File: config.mk
export PLATFORM = sky130hd
export DESIGN_NAME = acc_dequant_expand
export DESIGN_NICKNAME = d
export VERILOG_FILES = /design/src/rtl/acc_dequant_expand.sv
export SDC_FILE = /design/constraint.sdc
export NUM_CORES = 2
export LEC_CHECK = 0
export ABC_AREA = 1
export BUFFER_PORTS_ARGS = -buffer_cell sky130_fd_sc_hd__buf_2
export CORE_MARGIN = 1.5
export CORE_UTILIZATION = 45
export DETAILED_ROUTE_END_ITERATION = 12
export PLACE_DENSITY_LB_ADDON = 0.08
export SKIP_LAST_GASP = 1
export SLEW_MARGIN = 5
export SYNTH_ARGS = -nofsm -noshare
export SYNTH_HDL_FRONTEND = slang
export SYNTH_SLANG_ARGS = --single-unit
File: constraint.sdc
create_clock -name aclk -period 9.5 [get_ports aclk]
set_clock_uncertainty 0.05 [all_clocks]
set_input_delay 0.95 -clock aclk [delete_from_list [all_inputs] [get_ports aclk]]
set_output_delay 0.95 -clock aclk [all_outputs]
set_load 0.1 [all_outputs]
File: src/rtl/acc_dequant_expand.sv
// INT16 -> INT32 stream rescaler: multiply, round-shift, saturate.
// Three-stage pipeline with a global stall and a per-pixel channel counter.
module acc_dequant_expand #(
    parameter int NUM_CHANNELS = 64,
    parameter int IN_WIDTH     = 16,
    parameter int OUT_WIDTH    = 32,
    parameter int SHIFT        = 8
) (
    input  logic                        aclk,
    input  logic                        areset,
    input  logic                        in_valid,
    output logic                        in_ready,
    input  logic signed [IN_WIDTH-1:0]  in_data,
    input  logic                        in_last,
    input  logic [31:0]                 multiplier,
    output logic                        out_valid,
    input  logic                        out_ready,
    output logic signed [OUT_WIDTH-1:0] out_data,
    output logic                        out_last,
    output logic                        err_last_misalign
);

    localparam int PW = IN_WIDTH + 33;
    localparam int CW = (NUM_CHANNELS > 1) ? $clog2(NUM_CHANNELS) : 1;
    localparam logic [CW-1:0] LAST_CH = CW'(NUM_CHANNELS - 1);
    localparam logic signed [PW-1:0] RND_BIAS = PW'(64'd1 << (SHIFT - 1));
    localparam logic signed [PW-1:0] SAT_MAX =
        {{(PW-OUT_WIDTH+1){1'b0}}, {(OUT_WIDTH-1){1'b1}}};
    localparam logic signed [PW-1:0] SAT_MIN = ~SAT_MAX;

    logic                        w_en;
    logic                        w_accept;
    logic                        w_ch_wrap;
    logic                        w_beat_last;
    logic signed [PW-1:0]        w_prod;
    logic signed [PW-1:0]        w_rnd;
    logic signed [OUT_WIDTH-1:0] w_sat;

    logic                        r_s1_vld;
    logic                        r_s1_last;
    logic signed [PW-1:0]        r_s1_prod;
    logic                        r_s2_vld;
    logic                        r_s2_last;
    logic signed [PW-1:0]        r_s2_rnd;
    logic                        r_out_vld;
    logic                        r_out_last;
    logic signed [OUT_WIDTH-1:0] r_out_data;
    logic [CW-1:0]               r_ch_cnt;
    logic                        r_err;

    assign w_en        = !r_out_vld || out_ready;
    assign w_accept    = in_valid && w_en;
    assign w_ch_wrap   = (r_ch_cnt == LAST_CH);
    assign w_beat_last = in_last && w_ch_wrap;

    // Zero-extend the multiplier so it is treated as unsigned in a signed product.
    assign w_prod = $signed(in_data) * $signed({1'b0, multiplier});
    assign w_rnd  = (r_s1_prod + RND_BIAS) >>> SHIFT;

    always_comb begin
        w_sat = r_s2_rnd[OUT_WIDTH-1:0];
        if (r_s2_rnd > SAT_MAX) begin
            w_sat = SAT_MAX[OUT_WIDTH-1:0];
        end else if (r_s2_rnd < SAT_MIN) begin
            w_sat = SAT_MIN[OUT_WIDTH-1:0];
        end
    end

    always_ff @(posedge aclk or posedge areset) begin
        if (areset) begin
            r_s1_vld   <= 1'b0;
            r_s1_last  <= 1'b0;
            r_s1_prod  <= '0;
            r_s2_vld   <= 1'b0;
            r_s2_last  <= 1'b0;
            r_s2_rnd   <= '0;
            r_out_vld  <= 1'b0;
            r_out_last <= 1'b0;
            r_out_data <= '0;
        end else if (w_en) begin
            r_s1_vld   <= w_accept;
            r_s1_last  <= w_beat_last;
            r_s1_prod  <= w_prod;
            r_s2_vld   <= r_s1_vld;
            r_s2_last  <= r_s1_last;
            r_s2_rnd   <= w_rnd;
            r_out_vld  <= r_s2_vld;
            r_out_last <= r_s2_last;
            r_out_data <= w_sat;
        end
    end

    // A misplaced in_last flags an error but never resyncs the counter.
    always_ff @(posedge aclk or posedge areset) begin
        if (areset) begin
            r_ch_cnt <= '0;
            r_err    <= 1'b0;
        end else if (w_accept) begin
            r_ch_cnt <= w_ch_wrap ? '0 : r_ch_cnt + CW'(1);
            if (in_last && !w_ch_wrap) begin
                r_err <= 1'b1;
            end
        end
    end

    assign in_ready          = w_en;
    assign out_valid         = r_out_vld;
    assign out_last          = r_out_last;
    assign out_data          = r_out_data;
    assign err_last_misalign = r_err;

endmodule

# == Word level (Yosys, flattened, before mapping) ==
# Cells that the tools add are included.
# classes
addsub,2
multipliers,1
div_mod_pow,0
n_lt_le_gt_ge,2
eq_ne,1
shifts,0
mux,3
bitwise_logic,0
reduce_logical,7
# op_table
op,count
32-bit two-way mux,2
"49-bit by 9-bit adder with 49-bit output, second input constant",1
16-bit by 33-bit multiplier with 49-bit output,1
"41-bit by 32-bit > comparator with 1-bit output, second input constant",1
"41-bit by 32-bit less-than comparator with 1-bit output, second input constant",1
"6-bit by 1-bit adder with 6-bit output, second input constant",1
"6-bit equality test, second input constant",1
6-bit two-way mux,1
1-bit logical AND,3
1-bit zero test,2
2-bit AND reduction,1
1-bit logical OR,1
# word_totals
regBits,135
latch_bits,0
ram_bits,0
romBits,0
word_cells,27
n_memories,0

# == Logic depth before layout (Yosys ltp) ==
# logic_depth
word_depth,4
depth_mapped,28
depth_no_buf,26

# == Least setup slack after synthesis ==
# Ideal clock, no wire load.
# synth_timing
path_type,input port to flip-flop
from,input port multiplier[7]
to,register r_s1_prod[20]
arrival_time_ns,6.146
required_time_ns,9.332
slack_ns,3.186
stages,23
path_cell_list,clkbuf_1 -> clkbuf_1 -> nand2_1 -> fa_1 -> inv_1 -> fa_1 -> inv_1 -> fa_1 -> inv_1 -> fa_1 -> fa_1 -> inv_1 -> fa_1 -> inv_1 -> ha_1 -> nand2_1 -> nor2_1 -> nand2_1 -> nor4_1 -> a21oi_1 -> or2_0 -> nand3_1 -> nand2_1
# synth_via
elab_chain_len,1
# synth_lines
element,line,text
"start, declared",15,"input logic [31:0] multiplier,"
16-bit by 33-bit multiplier with 49-bit output,57,"assign w_prod = $signed(in_data) * $signed({1'b0, multiplier});"
"end signal, assigned",83,r_s1_prod <= w_prod;
"end, declared",41,logic signed [PW-1:0] r_s1_prod;
# No other way between the ends.
# A chain may end at the register's enable or synchronous reset.

# == Final worst setup path ==
# layout_timing
from,input port in_data[15]
to,register r_s1_prod[42]
# layout_via
elab_chain_len,1
# layout_lines
element,line,text
"start, declared",13,"input logic signed [IN_WIDTH-1:0] in_data,"
16-bit by 33-bit multiplier with 49-bit output,57,
# No other way between the ends.

==> out/qor.csv <==
metric;value;unit
outcome;finished, final reports clean;
io_buffers;88;
drive_gt1_share;5.52;%
drc_errors;0;
crit_arrival;7.30;ns
synth_area_per_cell;7.45;um^2
grt_pass1_vias;20963;
dp.final_hpwl;54.9;mm
max_freq;142;MHz
worstPathRequired;9.77;ns
wl_met1;30.6;mm
grt_pass1_wl;112;mm
final_nets;3816;
core_area;52600;um^2
clk_path_buf_depth;2;
syn_to_final_growth;5.98;%
drv_slew;0;
die_area;54500;um^2
postCtsResizedCells;0;
syn_inst;3209;
antenna_found_initial;0;
path_clk_slew;0.06;ns
drt_pass1_iterations;7;
netlist_area;23900;um^2
async_flop_share;100;%
drtAntennaViolNets;0;
die_h;234;um
setup_tns;0;ns
cpMostUsedCell;fa_1;
layout_min_cycle_time;7.03;ns
cp_max_fo;17;
hp-class;flop to flop;
rows;84;
fin_hold_ws;0.426;ns
rsz0062_at_grt;false;
ctsHoldBuffers;0;
met3WireLength;3.56;mm
yosysSeqAreaShare;13.4;%
track_usage;26.5;%
diodes;0;
n_fill_cell;5330;
vias_per_cell;5.04;
cp_slowest_cell;fa_1;
root_buffer;clkbuf_16;
crit_type;input pin to flop;
syn_nets;3832;
yosysWarnings;0;
yosysUniqueCellTypes;43;
via_count;19638;
crit_path_start_kind;input pin;
finalSetupViolations;0;
initial_core_util;45.5;%
fin_util;48.2;%
post-cts-setup-buffers;0;
num_io_pins;89;
timing.slew.headroom;18.7;%
ys.flop_type;dfrtp_1;
end_kind;flop;
synth_seq_cells;128;
htree_num_levels;4;
synth_edf_count;0;
cts_sinks;128;
drt_iter0_drc;1177;
slowest_delay;0.59;ns
worst_slew_pin_slew;1.22;ns
grt_overflow;0;
finalCritPeriodShare;74.0;%
dr_wl_met2;32.1;mm
highest_layer;met4;
drt_wl_total;67.8;mm
clock_latency;0.44;ns
maxCapViolCount;0;
cts_buffers;17;
path_cells;buf_2, inv_1, buf_4, nor2_1, fa_1, fa_1, fa_1, fa_1, fa_1, inv_1, fa_1, inv_1, ha_1, nand2_1, nor2_1, inv_1, nor2_1, inv_1, nor2_1, nand4_1, nand3_1, nand2_1, nand3_1, nand2_1;
wl_per_cell;17.4;um
gp_congestion;0.916;
hold_viol;0;
grt_start_max_net_pins;92;
tritoncts;yes;
fp.dieW;234;um
-- layer usage --
| layer | GRT usage, % | vias to the layer above |
|---|---|---|
| li1 | - | 9270 |
| met1 | 36.5 | 9789 |
| met2 | 44.2 | 489 |
| met3 | 3.38 | 90 |
| met4 | 6.51 | 0 |
| met5 | 0 | - |
-- sequential cells by signal (all words and copies together), names as in the netlist --
name and count:
out_valid 1, err_last_misalign 1, r_ch_cnt 6, r_s2_last 1, r_s1_prod 42, out_last 1
r_s2_rnd 41, out_data 32, r_s2_vld 1, r_s1_last 1, r_s1_vld 1
-- synthesized netlist by cell type, types with 4 or more instances --
cell type	count	area share (%)
o21ai_1	10	0.21
nand3b_1	6	0.19
o21ai_0	81	1.7
o31ai_1	4	0.13
clkbuf_1	123	1.9
nand3_1	78	1.6
nand2_2	8	0.21
a31oi_1	7	0.18
nand4_1	28	0.73
dfrtp_1	128	13
a21boi_0	4	0.13
o21a_1	9	0.28
nor3_1	24	0.50
or2_2	19	0.50
xor2_1	16	0.59
nand2_1	867	14
nor4_1	8	0.21
a21oi_1	110	2.3
inv_1	859	13
nor2_1	190	3.0
fa_1	417	35
ha_1	153	8.0
a21o_1	4	0.13
xnor2_1	22	0.81
-- worst max-delay path: cells and delay by family --
kind                       cells  cell delay, ns
and+or+nand+nor               10            1.50
adders and majority gates      7            3.65
buffers and inverters          7            1.18
-- kinds of logic (layout without fill, tap and decap cells) --
logic type      after synthesis  after routing  synth area share [%]
compound gates              235            235                  5.25
mux                           1              1                0.0471
xor+xnor                     38             38                  1.39
buf+inv                     990            987                  15.7
fa+ha+maj                   570            570                  42.9
simple gates               1247           1247                  21.3
flops                       128            128                  13.4
-- cells in the final DEF, fill, tap and decap left out, drive strengths merged --
| cell type | n |
|---|---|
| and3 | 1 |
| o21bai | 3 |
| fa | 417 |
| a21o | 5 |
| a21oi | 110 |
| buf | 94 |
| inv | 870 |
| a22o | 1 |
| a31oi | 7 |
| clkinvlp | 3 |
| nor2 | 197 |
| nand2 | 878 |
| xor2 | 16 |
| dfrtp | 128 |
| mux2 | 1 |
| o21a | 9 |
| nand3b | 6 |
| or2 | 22 |
| clkbuf | 17 |
| clkinv | 3 |
| o31ai | 4 |
| a21boi | 4 |
| and2 | 1 |
| o21ai | 92 |
| nor4 | 8 |
| nor3 | 25 |
| nand3 | 80 |
| nand4 | 29 |
| ha | 153 |
| xnor2 | 22 |
-- path summary, 6_finish.rpt --
check                                      start                   endpoint  slack, ns  cells after the start
setup reg to reg           out_valid$_DFFE_PP0N_    r_ch_cnt[5]$_DFFE_PP0P_       6.62                     12
min in group asynchronous                 areset   out_data[14]$_DFFE_PP0N_       0.63                      2
setup / recovery                     in_data[15]  r_s1_prod[42]$_DFFE_PP0N_       2.47                     24
hold reg to reg             r_s2_vld$_DFFE_PP0N_      out_valid$_DFFE_PP0N_       0.43                      1
hold / removal              r_s2_vld$_DFFE_PP0N_      out_valid$_DFFE_PP0N_       0.43                      1
max in group asynchronous                 areset       r_s2_vld$_DFFE_PP0N_       7.38                      3
-- through the flow --
step | area [um^2] | std cells | setup WS, ns
2_1_floorplan | 23900 | 3209 | 3.19
3_3_place_gp | 24800 | 3862 | 1.97
3_5_place_dp | 24800 | 3862 | 2.04
4_1_cts | 25300 | 3894 | 2.51
5_1_grt | 25300 | 3894 | 2.05
6_report | 25300 | 3894 | 2.47
-- final cells by class --
class	instances	area (um^2)	share of cell area, %
sequential	128	3200	12.6
multi-input combinational	2091	17000	67.0
clock inverter	15	140	0.553
tap	688	861	3.40
clock buffer	17	425	1.68
timing repair buffer	94	485	1.92
inverter	861	3240	12.8
Power is not shown: default switching activity piles up to over one toggle a cycle in this logic, so the estimate is an artifact.
